`config.mk`:
```
export PLATFORM = sky130hd
export DESIGN_NAME = ccr_unit
export DESIGN_NICKNAME = d
export VERILOG_FILES = /design/src/rtl/ccr_unit.sv
export SDC_FILE = /design/constraint.sdc
export NUM_CORES = 1
export LEC_CHECK = 0
export CAP_MARGIN = 20
export CORE_MARGIN = 5
export CORE_UTILIZATION = 45
export CTS_BUF_LIST = sky130_fd_sc_hd__clkbuf_8
export CTS_CLUSTER_DIAMETER = 50
export CTS_CLUSTER_SIZE = 16
export DETAILED_ROUTE_END_ITERATION = 12
export GPL_TIMING_DRIVEN = 0
export HOLD_SLACK_MARGIN = 0.03
export PLACE_DENSITY = 0.68
export SKIP_LAST_GASP = 1
export SLEW_MARGIN = 10
export SYNTH_ARGS = -nofsm -noshare
export SYNTH_HDL_FRONTEND = slang
export SYNTH_SLANG_ARGS = --single-unit
```
`constraint.sdc`:
```
create_clock -name clk -period 3.6 [get_ports clk]
set_clock_uncertainty 0.2 [all_clocks]
set_input_delay 1.08 -clock clk [delete_from_list [all_inputs] [get_ports clk]]
set_output_delay 1.08 -clock clk [all_outputs]
set_load 0.03 [all_outputs]
```
`src/rtl/ccr_unit.sv`:
```
// Condition-code register {V, C, N, Z} with taken-jump flag clearing and a
// LIFO shadow stack that saves/restores the flags across interrupt entry/RTI.
module ccr_unit #(
  parameter int DEPTH = 4
) (
  input  logic       clk,
  input  logic       reset,
  input  logic [3:0] flags_nxt,
  input  logic       flags_we,
  input  logic       br_valid,
  input  logic [1:0] br_cond,
  output logic       br_taken,
  input  logic       int_save,
  input  logic       rti_restore,
  output logic [3:0] flags,
  output logic       stk_full,
  output logic       stk_empty,
  output logic       stk_err
);

  localparam int PW = $clog2(DEPTH + 1);
  localparam int IW = $clog2(DEPTH);
  localparam logic [PW-1:0] PTR_MAX = PW'(DEPTH);

  logic [PW-1:0] ptr;
  logic [PW-1:0] ptr_d;
  logic [3:0]    stk [DEPTH];
  logic [IW-1:0] wr_idx;
  logic [IW-1:0] rd_idx;

  logic [3:0] base;
  logic [3:0] flags_d;
  logic       collide;
  logic       push_ok;
  logic       pop_ok;
  logic       err_evt;

  // Jumps test the registered flags, so an ALU op followed directly by a
  // jump sees the ALU op's result in the jump's execute cycle.
  assign br_taken = br_valid & flags[br_cond];

  // NOTE: every always_comb output gets a default on entry so no path
  // through the block leaves it unassigned and infers a latch.
  always_comb begin
    base = flags_we ? flags_nxt : flags;
    if (br_taken) begin
      base[br_cond] = 1'b0;
    end
  end

  assign collide = int_save & rti_restore;
  assign push_ok = int_save & ~rti_restore & ~stk_full;
  assign pop_ok  = rti_restore & ~int_save & ~stk_empty;
  assign err_evt = collide
                 | (int_save & stk_full)
                 | (rti_restore & stk_empty);

  assign wr_idx = ptr[IW-1:0];
  assign rd_idx = IW'(ptr - 1'b1);

  always_comb begin
    ptr_d   = ptr;
    flags_d = base;
    if (push_ok) begin
      ptr_d = ptr + 1'b1;
    end else if (pop_ok) begin
      ptr_d   = ptr - 1'b1;
      flags_d = stk[rd_idx];
    end
  end

  // NOTE: state registers use non-blocking assignments so every register
  // samples the pre-edge values regardless of block evaluation order.
  always_ff @(posedge clk or negedge reset) begin
    if (!reset) begin
      flags     <= 4'b0000;
      ptr       <= '0;
      stk_full  <= 1'b0;
      stk_empty <= 1'b1;
      stk_err   <= 1'b0;
    end else begin
      flags     <= flags_d;
      ptr       <= ptr_d;
      stk_full  <= (ptr_d == PTR_MAX);
      stk_empty <= (ptr_d == '0);
      stk_err   <= stk_err | err_evt;
    end
  end

  // NOTE: the shadow stack is reset explicitly because a restore after reset
  // must never hand stale flags back to the pipeline; it is small enough to
  // live in flops rather than a RAM macro.
  always_ff @(posedge clk or negedge reset) begin
    if (!reset) begin
      for (int i = 0; i < DEPTH; i++) begin
        stk[i] <= 4'b0000;
      end
    end else if (push_ok) begin
      stk[wr_idx] <= base;
    end
  end

endmodule

```
==> qor.txt <==
RSZ-0062 raised after global routing - no
Worst Max-Slew Pin Slew - 658.6 ps
gpl congestion - 0.7606
CORE AREA - 3028 sq um
Placed Cells - 162
Hold Crit Class - flop to flop
WP data required - 2320 ps
hold violation total from the final report - 0
Port Buffers - 16
Diodes inserted - 0
WP buf/inv - 2
synthesis-stage register bit count - 26
register area share after synthesis - 46.48%
Avg WL per Cell - 15.89 um
asr flop ratio synth - 100.0%
part of the power in combinational logic - 45.5%
grt ovf - 0
dpl cell area - 1645 sq um
Hold Slack - 287.5 ps
# clock sinks - 26
number of vias per cell - 5.295
Initial DRC Count - 20
Worst Path Max Fanout - 4
Avg Cell Area, Syn - 13.89 sq um
top_reg_cell synth - dfrtp_1
Post-Synthesis Cells - 101
arrival time worst endpoint - 2250 ps
Die H - 65.83 um
CTS Root Cell - clkbuf_8
CP delay by family, top - buffers and inverters
H-tree depth - 1
Die W - 65.83 um
Setup Buffers After CTS - 0
CTS Hold Bufs - 0
DRC viols - 0
Site Rows - 20
critical path type - input port to output pin
CTS Buf Count - 3
clk slew on worst S/H paths - 90 ps
post-route cell area - 1710 sq um
setup violators final - 0
switching power total - 0.4747 mW
Max clock buf depth - 2
MaxCap Viol Count - 0
DR pass1 iterations - 2
Slew HR - 55.95%
CTS tree - yes
Power Internal - 0.9266 mW
I/O Pins - 20
Leak - 0.7397 nW
Total Power - 1.401 mW
Layout Utilization - 56.49%
die area - 4334 sq um
crit-path cells - clkdlybuf4s50_1 > mux4_2 > and2_1 > buf_2
Post-synth EDFFs - 0
initial antenna violation count - 0
post-detail-place hpwl - 2013 um
number of synthesis warnings - 0
Layout Area Growth over Synthesis - 21.94%
Switching Fraction - 33.88%
Startpoint Class - input port
pwr/cell area - 819.3 nW/um^2
vias in the first global route - 990
fin crit share - 97.99%
first-pass GRT wire length - 4712 um
pin count of the biggest net entering global routing - 16
Total Wirelength - 2637 um
post-cts sizing count - 6
fraction of final layout cells sized beyond drive strength 1 - 26.23%
CP peak stage delay - 520 ps
Yosys cell types - 37
Clock Power Share - 17.1%
Max VDD drop - 0.0003204 V
Crit. End Element - output pin
Max Clock Freq - 283.5 MHz
Final Instance Count excl. Fillers - 166
Slowest-stage cell, CP - clkdlybuf4s50_1
Clk Latency, worst-skew pair - 270 ps
starting density of the core - 46.32%
overall routing resource usage - 14.66%
Post-Syn Nets - 117
nets - 139
min cycle time layout - 3528 ps
Vias - 879
part of the power in registers - 37.4%
Synth Cell Area - 1403 sq um
outcome - finished clean
max-slew violation count - 0
DRT antenna net count - 0
cells in the final DEF, fill, tap and decap left out, types with 2 or more instances in the layout:
cell type,Yosys,layout
a41oi_1,2,2
clkbuf_8,0,3
mux4_2,5,5
buf_6,2,2
mux2_2,8,8
nor3_1,2,2
inv_1,3,3
mux2_1,12,12
a31oi_1,2,2
nor2b_1,2,2
dfrtp_1,25,25
clkdlybuf4s50_1,0,14
and2_1,4,4
mux2i_1,4,4
ha_1,4,4
nor2_1,3,3
layout make-up:
| cell class | instances | area (sq um) |
|---|---|---|
| fill | 262 | 1318 |
| timing repair buffer | 17 | 181.4 |
| tap | 44 | 55.05 |
| clock inverter | 1 | 30.03 |
| sequential | 26 | 651.9 |
| buffer | 5 | 41.29 |
| inverter | 3 | 11.26 |
| clock buffer | 3 | 41.29 |
| multi-input combinational | 67 | 698.2 |
path summary, 6_finish.rpt:
kind / start / to / slack [ps] / cells past startpoint
max in group asynchronous: reset / stk_empty / 1600 / 2
worst min register to register: stk[10] / stk[10] / 290 / 1
worst min-delay path: stk[10] / stk[10] / 290 / 1
worst max-delay path: br_cond[1] / br_taken / 70 / 4
worst max register to register: ptr[0] / flags[2] / 1530 / 5
min in group asynchronous: reset / stk[2] / 1010 / 1
worst reg2reg max path: stages (launching register included):
cell     delay (ps)
dfrtp_1         410
buf_6           170
inv_1            70
ha_1            480
mux4_2          360
mux2_2          270
sequential cells by signal (all words and copies together) (netlist names):
| signal | flops |
|---|---|
| ptr | 3 |
| stk_full | 1 |
| stk | 16 |
| stk_err | 1 |
| stk_empty | 1 |
| flags | 4 |
cell families (layout without fill, tap and decap cells):
| group | count (synthesis) | count (layout) | share of synthesized area (%) |
|---|---|---|---|
| AO/OA/AOI/OAI | 13 | 13 | 7.405 |
| XOR/XNOR | 1 | 1 | 0.6246 |
| adder cells (fa/ha/maj) | 4 | 4 | 3.568 |
| buffers and inverters | 8 | 29 | 3.747 |
| flip-flops | 26 | 26 | 46.48 |
| multiplexers | 29 | 29 | 26.94 |
| AND/OR/NAND/NOR | 20 | 20 | 11.24 |
per-layer routing:
| metal | global-route usage [%] | part of all wire (%) |
|---|---|---|
| met5 | 0 | 0 |
| met2 | 24.66 | 48 |
| met1 | 18.44 | 46 |
| met4 | 6.218 | 1.7 |
| met3 | 2.551 | 4.0 |
cell usage after synthesis, types with 2 or more instances:
cell type	count	share of area (%)
mux4_2	5	8.0
mux2i_1	4	2.9
a41oi_1	2	1.2
inv_1	3	0.80
ha_1	4	3.6
nor3_1	2	0.71
a31oi_1	2	0.89
nor2b_1	2	0.89
nor2_1	3	0.80
and2_1	4	1.8
dfrtp_1	25	45
mux2_2	8	6.4
buf_6	2	1.6
mux2_1	12	9.6
stage by stage:
stage / setup TNS, ps / setup WS, ps
4_1_cts: 0 / 74.70
6_report: 0 / 72.35
5_1_grt: 0 / 42.90
2_1_floorplan: 0 / 522.3
3_3_place_gp: -555.7 / -555.7
3_5_place_dp: -582.9 / -582.9
power groups by stage:
stage	Sequential (mW)	Combinational [mW]	Clock, mW
after floorplan	0.571	0.417	0
after global placement	0.526	0.632	0
after detailed placement	0.533	0.652	0
after CTS	0.526	0.650	0.246
after global routing	0.549	0.695	0.266
final	0.523	0.638	0.240
(Power assumes the default switching activity.)
